[src/rtl/ifetch_buffer.sv]
// Instruction queue between ifetch and decode: {PC, instruction} FIFO with an early stall
// that leaves one skid slot. Optional same-cycle bypass on an empty queue: IFETCH_BUFFER_BYPASS_EN.
module ifetch_buffer #(
  parameter int unsigned    DEPTH = 4,
  parameter int unsigned    AW    = 16,
  parameter int unsigned    DW    = 32,
  parameter logic [DW-1:0]  NOP   = '0
) (
  input  logic          clk,
  input  logic          rst,
  input  logic [DW-1:0] inst_i,
  input  logic [AW-1:0] inst_addr_i,
  input  logic          valid_i,
  input  logic          flush_i,
  input  logic          stall_i,
  output logic          stall_o,
  output logic [DW-1:0] inst_o,
  output logic [AW-1:0] inst_addr_o,
  output logic          valid_o,
  output logic          overflow_o
);

  localparam int unsigned PW = $clog2(DEPTH);
  localparam int unsigned CW = PW + 1;
  localparam logic [CW-1:0] CountFull = CW'(DEPTH);
  localparam logic [CW-1:0] CountSkid = CW'(DEPTH - 1);

  logic [AW+DW-1:0] mem [DEPTH];
  logic [PW-1:0]    wr_ptr, rd_ptr;
  logic [CW-1:0]    count;
  logic             overflow;

  logic empty, full, pop, push, drop;

  assign empty = (count == '0);
  assign full  = (count == CountFull);
  assign pop   = !empty && !stall_i && !flush_i;
  assign drop  = valid_i && !flush_i && full && !pop;

`ifdef IFETCH_BUFFER_BYPASS_EN
  logic bypass;
  assign bypass = empty && valid_i && !flush_i;
  // A bypassed word that decode accepts this cycle never enters the queue.
  assign push   = valid_i && !flush_i && (!full || pop) && !(bypass && !stall_i);
`else
  assign push   = valid_i && !flush_i && (!full || pop);
`endif

  always_ff @(posedge clk) begin
    if (rst) begin
      wr_ptr   <= '0;
      rd_ptr   <= '0;
      count    <= '0;
      overflow <= 1'b0;
    end else begin
      if (flush_i) begin
        wr_ptr <= '0;
        rd_ptr <= '0;
        count  <= '0;
      end else begin
        if (push) wr_ptr <= wr_ptr + PW'(1);
        if (pop)  rd_ptr <= rd_ptr + PW'(1);
        unique case ({push, pop})
          2'b10:   count <= count + CW'(1);
          2'b01:   count <= count - CW'(1);
          default: count <= count;
        endcase
      end
      if (drop) overflow <= 1'b1;
    end
  end

  // Storage needs no reset; occupancy is tracked by count alone.
  always_ff @(posedge clk) begin
    if (push && !rst) mem[wr_ptr] <= {inst_addr_i, inst_i};
  end

  always_comb begin
    inst_o      = NOP;
    inst_addr_o = '0;
    valid_o     = 1'b0;
    if (!empty) begin
      {inst_addr_o, inst_o} = mem[rd_ptr];
      valid_o               = 1'b1;
    end
`ifdef IFETCH_BUFFER_BYPASS_EN
    if (bypass) begin
      inst_o      = inst_i;
      inst_addr_o = inst_addr_i;
      valid_o     = 1'b1;
    end
`endif
  end

  assign stall_o    = (count >= CountSkid);
  assign overflow_o = overflow;

endmodule

[config.mk]
export PLATFORM = sky130hd
export DESIGN_NAME = ifetch_buffer
export DESIGN_NICKNAME = d
export VERILOG_FILES = /design/src/rtl/ifetch_buffer.sv
export SDC_FILE = /design/constraint.sdc
export NUM_CORES = 1
export LEC_CHECK = 0
export ABC_AREA = 1
export CAP_MARGIN = 40
export CORE_MARGIN = 2
export CORE_UTILIZATION = 40
export CTS_BUF_LIST = sky130_fd_sc_hd__clkbuf_4
export DETAILED_ROUTE_END_ITERATION = 6
export SETUP_SLACK_MARGIN = 0.15
export SYNTH_ARGS = -nofsm -noshare
export SYNTH_HDL_FRONTEND = slang
export SYNTH_SLANG_ARGS = --single-unit
[constraint.sdc]
create_clock -name clk -period 4.4 [get_ports clk]
set_input_delay 1.1 -clock clk [delete_from_list [all_inputs] [get_ports clk]]
set_output_delay 1.1 -clock clk [all_outputs]
set_load 0.03 [all_outputs]
==> results of run 1 <==
## per-stage QoR
step	setup WS [ps]	std cells	util	power, uW	hold slack, ps
final	405.3	1086	0.5176	4071	481.0
after global routing	165.7	1086	0.5176	4249	517.8
after detailed placement	752.3	987	0.4784	2410	461.0
after floorplan	229.1	644	-	2276	443.5
after CTS	180.3	1084	0.5159	4128	479.5
after global placement	810.8	985	0.4760	2401	448.6
## cell usage in the layout (no fill, tap or decap)
cell | synthesis | routed
nand4_1 | 2 | 2
buf_12 | 0 | 5
edfxtp_1 | 192 | 192
inv_8 | 0 | 1
o21ai_2 | 1 | 1
buf_4 | 5 | 4
clkdlybuf4s50_1 | 0 | 103
ha_1 | 4 | 4
buf_16 | 0 | 2
or2_4 | 1 | 1
nand3_1 | 3 | 3
nor2_4 | 0 | 4
clkbuf_4 | 0 | 81
diode_2 | 0 | 1
nand2_4 | 1 | 1
nor2_1 | 208 | 204
dfxtp_4 | 0 | 1
o21ai_1 | 38 | 38
buf_6 | 4 | 1
nand2_1 | 4 | 4
clkinv_2 | 0 | 4
nor2_2 | 2 | 2
nand2_2 | 3 | 3
bufinv_16 | 0 | 2
clkinv_1 | 0 | 8
a21oi_1 | 53 | 53
inv_1 | 17 | 17
fa_1 | 1 | 1
dfxtp_2 | 0 | 1
a31oi_1 | 1 | 1
dfxtp_1 | 10 | 8
inv_2 | 2 | 4
o21ai_0 | 64 | 64
## report_power, final
part	total, uW	switching (uW)	internal [uW]
clock	1700	746	958
combinational	237	139	97.9
sequential	2130	6.61	2120
## worst paths after layout
path,from,end,cells after the start
max,register,inst_addr_o[15],6
min,overflow_o,overflow_o,2
max reg2reg,count[2],mem[1][46],8
min reg2reg,overflow_o,overflow_o,2
## kinds of logic after synthesis
kind of cell,share of synthesized area
AO/OA/AOI/OAI,0.09906
adder cells (fa/ha/maj),0.008778
buffers and inverters,0.03527
flip-flops,0.7473
AND/OR/NAND/NOR,0.1096
## what timing repair did
item / in CTS / in global routing
pin swaps: 0 / 0
hold buffers: 0 / 0
setup buffers: 0 / 1
setup endpoints to repair: 22 / 23
gates resized for setup: 2 / 1
## registers in the layout (all words and copies together), names as in the netlist, named ones only
register / flops
mem: 192
count: 3
rd_ptr: 2
wr_ptr: 2
overflow_o: 1
## worst register-to-register path, cell delays in order (launching register included)
cell,delay [ps]
dfxtp_1,350
inv_1,100
nand2_4,110
nand2_2,90
nand2_2,70
nand2_2,60
or2_4,300
nor2_4,550
buf_4,340
## layer usage
layer	routed length, um	GRT usage	vias up	share of wire
li1	-	-	2577	-
met3	1127	0.04906	29	0.062
met2	8806	0.2815	165	0.48
met5	0	0	-	0
met1	8044	0.2275	2591	0.44
met4	253	0.05147	0	0.014
## area by class of cell
class                   instances  area (um^2)  share of cell area
well taps                     265        331.6             0.03281
repair buffers                115         1227              0.1215
diodes                          1        2.502           0.0002476
clock inverters                16        117.6             0.01164
flip-flops and latches        202         5971              0.5908
inverters                      20        82.58            0.008171
multi-input cells             386         1765              0.1747
clock buffers                  81        608.1             0.06017
==> metrics.txt, run 1 <==
TritonCTS clock tree done; Final Routed Wirelength 18230 um; post-route cell area 10110 um^2; slowest stage cell, crit path clkdlybuf4s50_1; Detail Route Antenna Nets 0; CTS Sinks 202; count of different cell masters after synthesis 26; Post-Syn Area per Cell 12.40 um^2; critical path peak fanout 48; synthesized flop and latch total 202; register area share after synthesis 0.7473; Max Transition Viols Final 0; Synth Flop Type edfxtp_1; Syn Inst Count 644; CTS buffer count 54; number of global-route vias before repair 5485; initial antenna violation count 1; total leakage power 0.003490 uW; Final HPWL DP 10840 um; Max-slew headroom 0.5367; Peak supply drop 0.1660 mV; area grow syn2layout 26.60%; Hold WC Path Type reg -> reg; CP top delay family buffers and inverters; most common cell in the netlist nor2_1; first-pass GRT wire length 28980 um; total gr overflow 0; crit-path cells buf_6 -> nor2_1 -> nor2_1 -> o21ai_0 -> a21oi_1 -> clkdlybuf4s50_1; drt initial violations 385; fmax 250.3 MHz; 1st-pass router iterations 7; Reg2Reg Setup Slack 2140 ps; via count normalized by instance count 4.937; Crit path required time 3300 ps; Synth top cells by count nor2_1, edfxtp_1, o21ai_0, a21oi_1, o21ai_1; CP most frequent cell nor2_1; Initial Util 0.4088; Synth warnings 0; Async S/R FF share, synth 0; Die ar. 21100 um^2; top cell type's share of synthesized area 0.7223; fill count 1728; status completed; Mapped Nets 702; clock-pin slew of the registers on the worst-case setup and hold paths 60 ps; DRC Markers 0; RSZ-0062 raised after global routing no; Tot GR Track Use 0.1732; worst slew pin tran 693.3 ps; startpoint type of the worst setup path register; Final setup viols 0; post-synth top area cell edfxtp_1; drt wl/cell 16.79 um; Setup Skew 22.90 ps; clk_lat worst skew 640 ps; Syn Std Cell Area 7983 um^2; fin nets 837; Post-synth EDFFs 192; pwr/cell area 402.8 nW/um^2; Tmin final 3995 ps; io pins 104; final period utilization 0.9079; Port Buffers 103; total core area 19530 um^2; Setup Total Neg Slack 0 ps; CP Class reg -> out; dpl cell area 9341 um^2; via count 5362; CP arrival 2890 ps; Setup crit end kind primary output; Max H-tree Level 2; clk buf depth 3; slowest stage delay, CP 730 ps; die width 145.3 um; largest net degree at the start of global routing 71; RePlAce Congestion 0.7906; buffer and inverter count on the worst path 2; Fin. Hold Viols 0; die height 145.3 um; ratio of cells with drive above 1 in the final layout 0.1439; row count 51; MaxCap Viol Count 0; top post-synthesis cells by area edfxtp_1, nor2_1, o21ai_0; root buffer cell clkbuf_4
(Power assumes the default switching activity.)
==> run 2, diff against run 1 <==
- CTS_BUF_LIST: sky130_fd_sc_hd__clkbuf_4 -> sky130_fd_sc_hd__clkbuf_2 sky130_fd_sc_hd__clkbuf_4 sky130_fd_sc_hd__clkbuf_8
- clock period: 4.4 -> 4 ns (I/O delays scaled with it)
==> run 2 against run 1 <==
  * First-iteration DRC count is 27% lower
  * Final cell count is 3.3% lower
  * Register-to-register slack worse by 230 ps
  * Combinational power is 8.4% higher
  * Die area stayed put
  * Core utilization is 0.54 points lower
  * Sequential share of layout area is 0.63 points higher
  * Critical path depth stayed put
  * Design area is 1.1% lower
  * Worst hold slack better by 7.3 ps
  * Non-clock buffer count is 1 lower
  * Sequential power is 10% higher
  * Critical endpoint is now inst_o[16]
  * Largest cell class unchanged
  * Largest power group unchanged
==> metrics.txt, run 2 (same netlist as run 1, synthesis figures left out) <==
CTS buffer count 36 (-33%); slowest stage delay, CP 610 ps (-120 ps); via count normalized by instance count 4.953 (+0.32%); die height 145.3 um (unchanged); clk buf depth 3 (unchanged); worst slew pin tran 692.3 ps (-0.9252 ps); ratio of cells with drive above 1 in the final layout 0.1032 (-0.04072); WL met2 8473 um (-3.8%); first-pass GRT wire length 27750 um (-4.2%); most frequent cells in the layout nor2_1, edfxtp_1, clkdlybuf4s50_1; crit-path cells nor2_2 -> nand2_4 -> inv_2 -> buf_4 -> a21oi_1 -> clkdlybuf4s50_1; 1st-pass router iterations 4 (-3); Multi-input gate area 1765 um^2 (unchanged); WL met3 1230 um (+9.1%); Final HPWL DP 10530 um (-2.8%); top routing layer in use met4; Die ar. 21100 um^2 (unchanged); Detail Route Antenna Nets 0 (unchanged); max reg flops 192 (unchanged); io pins 104 (unchanged); CTS Hold Bufs 0 (unchanged); clock-pin slew of the registers on the worst-case setup and hold paths 50 ps (about the same); final cell count without fillers 1050 (-3.3%); TritonCTS clock tree done; drt initial violations 281 (-27%); final period utilization 0.9269; Peak supply drop 0.1806 mV (+8.8%); dpl cell area 9321 um^2 (-0.21%); worst r2r src count[0]; buffer and inverter count on the worst path 3 (+1); DRC Markers 0 (unchanged); CP top delay family buffers and inverters; die width 145.3 um (unchanged); fin nets 818 (-2.3%); root buffer cell clkbuf_8; cell count after placement 987 (unchanged); FF+latch area 5971 um^2 (unchanged); via count 5201 (-3.0%); Crit path required time 3000 ps (-300 ps); CP arrival 2710 ps (-180 ps); Reg with most FFs mem; row count 51 (unchanged); drt wl/cell 16.98 um (+1.1%); Tmin final 3708 ps; number of global-route vias before repair 5201 (-5.2%); Top Registers mem (192), count (3); fill count 1727 (-0.058%); fmax 269.7 MHz; Fin. Hold Viols 0 (unchanged); total core area 19530 um^2 (unchanged); startpoint type of the worst setup path register; largest net degree at the start of global routing 67 (-5.6%); MaxCap Viol Count 0 (unchanged); Setup Skew 13.13 ps (-9.775 ps); critical path peak fanout 32 (-33%); status completed; CTS Sinks 202 (unchanged); routed length on met1 7877 um (-2.1%); Max H-tree Level 2 (unchanged); Setup crit end kind primary output; ant diodes 0 (-1); pwr/cell area 436.7 nW/um^2 (+8.4%); Max Transition Viols Final 0 (unchanged); Max-slew headroom 0.5378 (+0.001041); Port Buffers 103 (unchanged); RSZ-0062 raised after global routing yes; Initial Util 0.4088 (unchanged); CP Class reg -> out; clk_lat worst skew 520 ps (-120 ps); RePlAce Congestion 0.7623 (-3.6%); critical path launch point count[0]; total gr overflow 0 (unchanged); area grow syn2layout 25.27%; Tot GR Track Use 0.1682 (-0.005025); total leakage power 0.003378 uW (-3.2%); Final Routed Wirelength 17830 um (-2.2%); post-route cell area 10000 um^2 (-1.1%); initial antenna violation count 0 (-1); most common cell after layout, fill and taps aside nor2_1; slowest stage cell, crit path clkdlybuf4s50_1; hold_sp overflow_o; Setup Total Neg Slack 0 ps (unchanged); Hold WC Path Type reg -> reg; Final setup viols 0 (unchanged)
-- run 2: power breakdown --
part / switching (uW) / internal [uW]
Combinational: 152 / 105
Clock: 787 / 976
Sequential: 6.91 / 2340
-- run 2: worst paths after layout --
kind                end  slack [ps]  cells past startpoint
min reg2reg  overflow_o         490                      2
max          inst_o[16]         290                      6
min          overflow_o         490                      2
max reg2reg  mem[3][28]        1910                      8
-- run 2: worst reg2reg max path, stage by stage, from the launching register on --
cell     delay [ps]
dfxtp_1         370
nor2_2           80
nand2_4          90
nand2_2         100
nand2_2          80
nand2_2          70
or2_4           300
nor2_4          360
buf_12          320
-- run 2: timing repair --
item / in CTS / in global routing
buffers inserted: 0 / 0
hold endpoints to repair: 0 / 0
endpoints found under the setup margin: 0 / 32
resized for setup: 0 / 3
-- run 2: area by class of cell --
type                            count  share of cell area
Clock inverter                     14            0.006256
Multi-Input combinational cell    386              0.1766
Sequential cell                   202              0.5971
Clock buffer                       49             0.06056
Timing Repair Buffer              114              0.1184
Inverter                           20            0.008008
Tap cell                          265             0.03316
-- run 2: per-stage QoR --
step | worst slack [ps] | util | hold slack (ps) | power [uW]
after floorplan | -70.92 | - | 443.5 | 2504
after global placement | 784.8 | 0.4764 | 455.7 | 2641
after detailed placement | 736.4 | 0.4774 | 463.2 | 2647
after CTS | 178.0 | 0.5116 | 488.8 | 4423
after global routing | 127.0 | 0.5121 | 515.6 | 4536
final | 292.2 | 0.5121 | 488.4 | 4366
-- run 2: metal layers --
layer,GRT usage,up-vias
met5,0,-
met4,0.04853,0
met3,0.05314,25
met2,0.2727,162
met1,0.2183,2515
li1,-,2499
==> run 3, diff against run 2 <==
- REMOVE_ABC_BUFFERS: default -> 1
- clock period: 4 -> 4.29 ns (I/O delays scaled with it)
==> run 3 against run 2 <==
  * Core utilization shrank 0.21 points
  * Sequential share of layout area grew 0.25 points
  * Clock-buffer cell count shrank 6
  * Power shrank 9.0%
  * Clock power shrank 12%
  * Non-clock buffer count grew 2
  * Worst hold slack lost 11 ps
  * Final cell count shrank 0.48%
  * Via count grew 1.2%
  * Wire length grew 0.49%
  * Design area shrank 0.41%
  * Largest power group unchanged
==> metrics.txt, run 3 (same netlist as run 1, synthesis figures left out) <==
area grow syn2layout 24.75%; Tot GR Track Use 0.1714 (+0.003189); die width 145.3 um (unchanged); total gr overflow 0 (unchanged); Final HPWL DP 10460 um (-0.70%); Hold WC Path Type reg -> reg; via count normalized by instance count 5.035 (+1.7%); status completed; Tmin final 3959 ps; total leakage power 0.003357 uW (-0.60%); die height 145.3 um (unchanged); fill count 1731 (+0.23%); ratio of cells with drive above 1 in the final layout 0.09744 (-0.005749); startpoint type of the worst setup path register; largest net degree at the start of global routing 56 (-16%); Max-slew headroom 0.4556 (-0.08218); Detail Route Antenna Nets 0 (unchanged); CP arrival 2890 ps (+180 ps); final period utilization 0.9228; drt wl/cell 17.14 um (+0.97%); RePlAce Congestion 0.7936 (+4.1%); max reg flops 192 (unchanged); clk buf depth 3 (unchanged); Max Transition Viols Final 0 (unchanged); worst slew pin tran 815.4 ps (+123.1 ps); Reg2Reg Setup Slack 2020 ps (+110 ps); DRC Markers 0 (unchanged); ant diodes 0 (unchanged); number of global-route vias before repair 5410 (+4.0%); io pins 104 (unchanged); most frequent cells in the layout nor2_1, edfxtp_1, clkdlybuf4s50_1; Setup Total Neg Slack 0 ps (unchanged); Final Hold Slack 477.1 ps (-11.27 ps); CTS Hold Bufs 0 (unchanged); Crit path required time 3220 ps (+220 ps); first-pass GRT wire length 28690 um (+3.4%); CTS Sinks 202 (unchanged); MaxCap Viol Count 0 (unchanged); Top Registers mem (192), count (3); via count 5262 (+1.2%); root buffer cell clkbuf_8; Max H-tree Level 2 (unchanged); Reg with most FFs mem; TritonCTS clock tree done; FF+latch area 5971 um^2 (unchanged); Setup Skew 14.42 ps (+1.290 ps); initial antenna violation count 0 (unchanged); Multi-input gate area 1765 um^2 (unchanged); Final setup viols 0 (unchanged); Initial Util 0.4088 (unchanged); Final Routed Wirelength 17920 um (+0.49%); Fin. Hold Viols 0 (unchanged); Port Buffers 103 (unchanged); drt initial violations 304 (+8.2%); most common cell after layout, fill and taps aside nor2_1; critical path peak fanout 55 (+72%); Peak supply drop 0.1948 mV (+7.9%); fin nets 818 (unchanged); fmax 252.6 MHz; pwr/cell area 399.0 nW/um^2 (-8.6%); row count 51 (unchanged); RSZ-0062 raised after global routing no; total core area 19530 um^2 (unchanged); CTS buffer count 34 (-5.6%); CP Class reg -> out; Setup WS pre-CTS 719.8 ps (-16.57 ps); Worst Setup Slack, final 331.2 ps (+38.93 ps); Die ar. 21100 um^2 (unchanged); 1st-pass router iterations 5 (+1); clock-pin slew of the registers on the worst-case setup and hold paths 60 ps (about the same); Setup crit end kind primary output; clk_lat worst skew 500 ps (-20 ps)
==> run 3: path summary, 6_finish.rpt <==
path / from / end / depth (start not counted)
max reg2reg: count[2] / mem[1][28] / 8
max: register / inst_o[3] / 5
min: rd_ptr[0] / rd_ptr[0] / 1
min reg2reg: rd_ptr[0] / rd_ptr[0] / 1
==> run 3: power by group <==
group	leakage, uW	total [uW]	internal [uW]	switching [uW]
Sequential	0.00182	2190	2180	6.72
Combinational	0.00122	241	99.5	142
Clock	0.000321	1550	840	706
Total	0.00336	3970	3120	855
==> run 3: stage by stage <==
step,cell area [um^2],cells,power (uW),util
CTS,9927,1044,4025,0.5084
global placement,9316,988,2463,0.4771
floorplan,7779,608,2328,-
detailed placement,9316,988,2469,0.4771
finish,9958,1045,3974,0.5100
global route,9958,1045,4133,0.5100
==> run 3: metal layers <==
metal	global-route usage	vias up	wire [um]
met5	0	-	0
met4	0.06471	0	407
met3	0.03836	35	1005
met2	0.2848	163	8672
met1	0.2204	2563	7831
li1	-	2501	-
==> run 3: cell type report <==
cell class                      count  share of cell area
Clock inverter                     13            0.005654
Tap cell                          265             0.03330
Clock buffer                       43             0.05566
Timing Repair Buffer              116              0.1207
Inverter                           20            0.007790
Sequential cell                   202              0.5996
Multi-Input combinational cell    386              0.1773
==> run 3: worst max-delay path, cell delays in order (launching register included) <==
cell and delay [ps]:
dfxtp_4 450, inv_4 430, buf_4 340, o21ai_0 120, a21oi_1 290, clkdlybuf4s50_1 730
==> run 3: what timing repair did <==
item                                   4_1_cts  5_1_grt
endpoints found under the hold margin        0        0
setup endpoints to repair                    0       32
buffers inserted                             0        1
resized for setup                            0        1
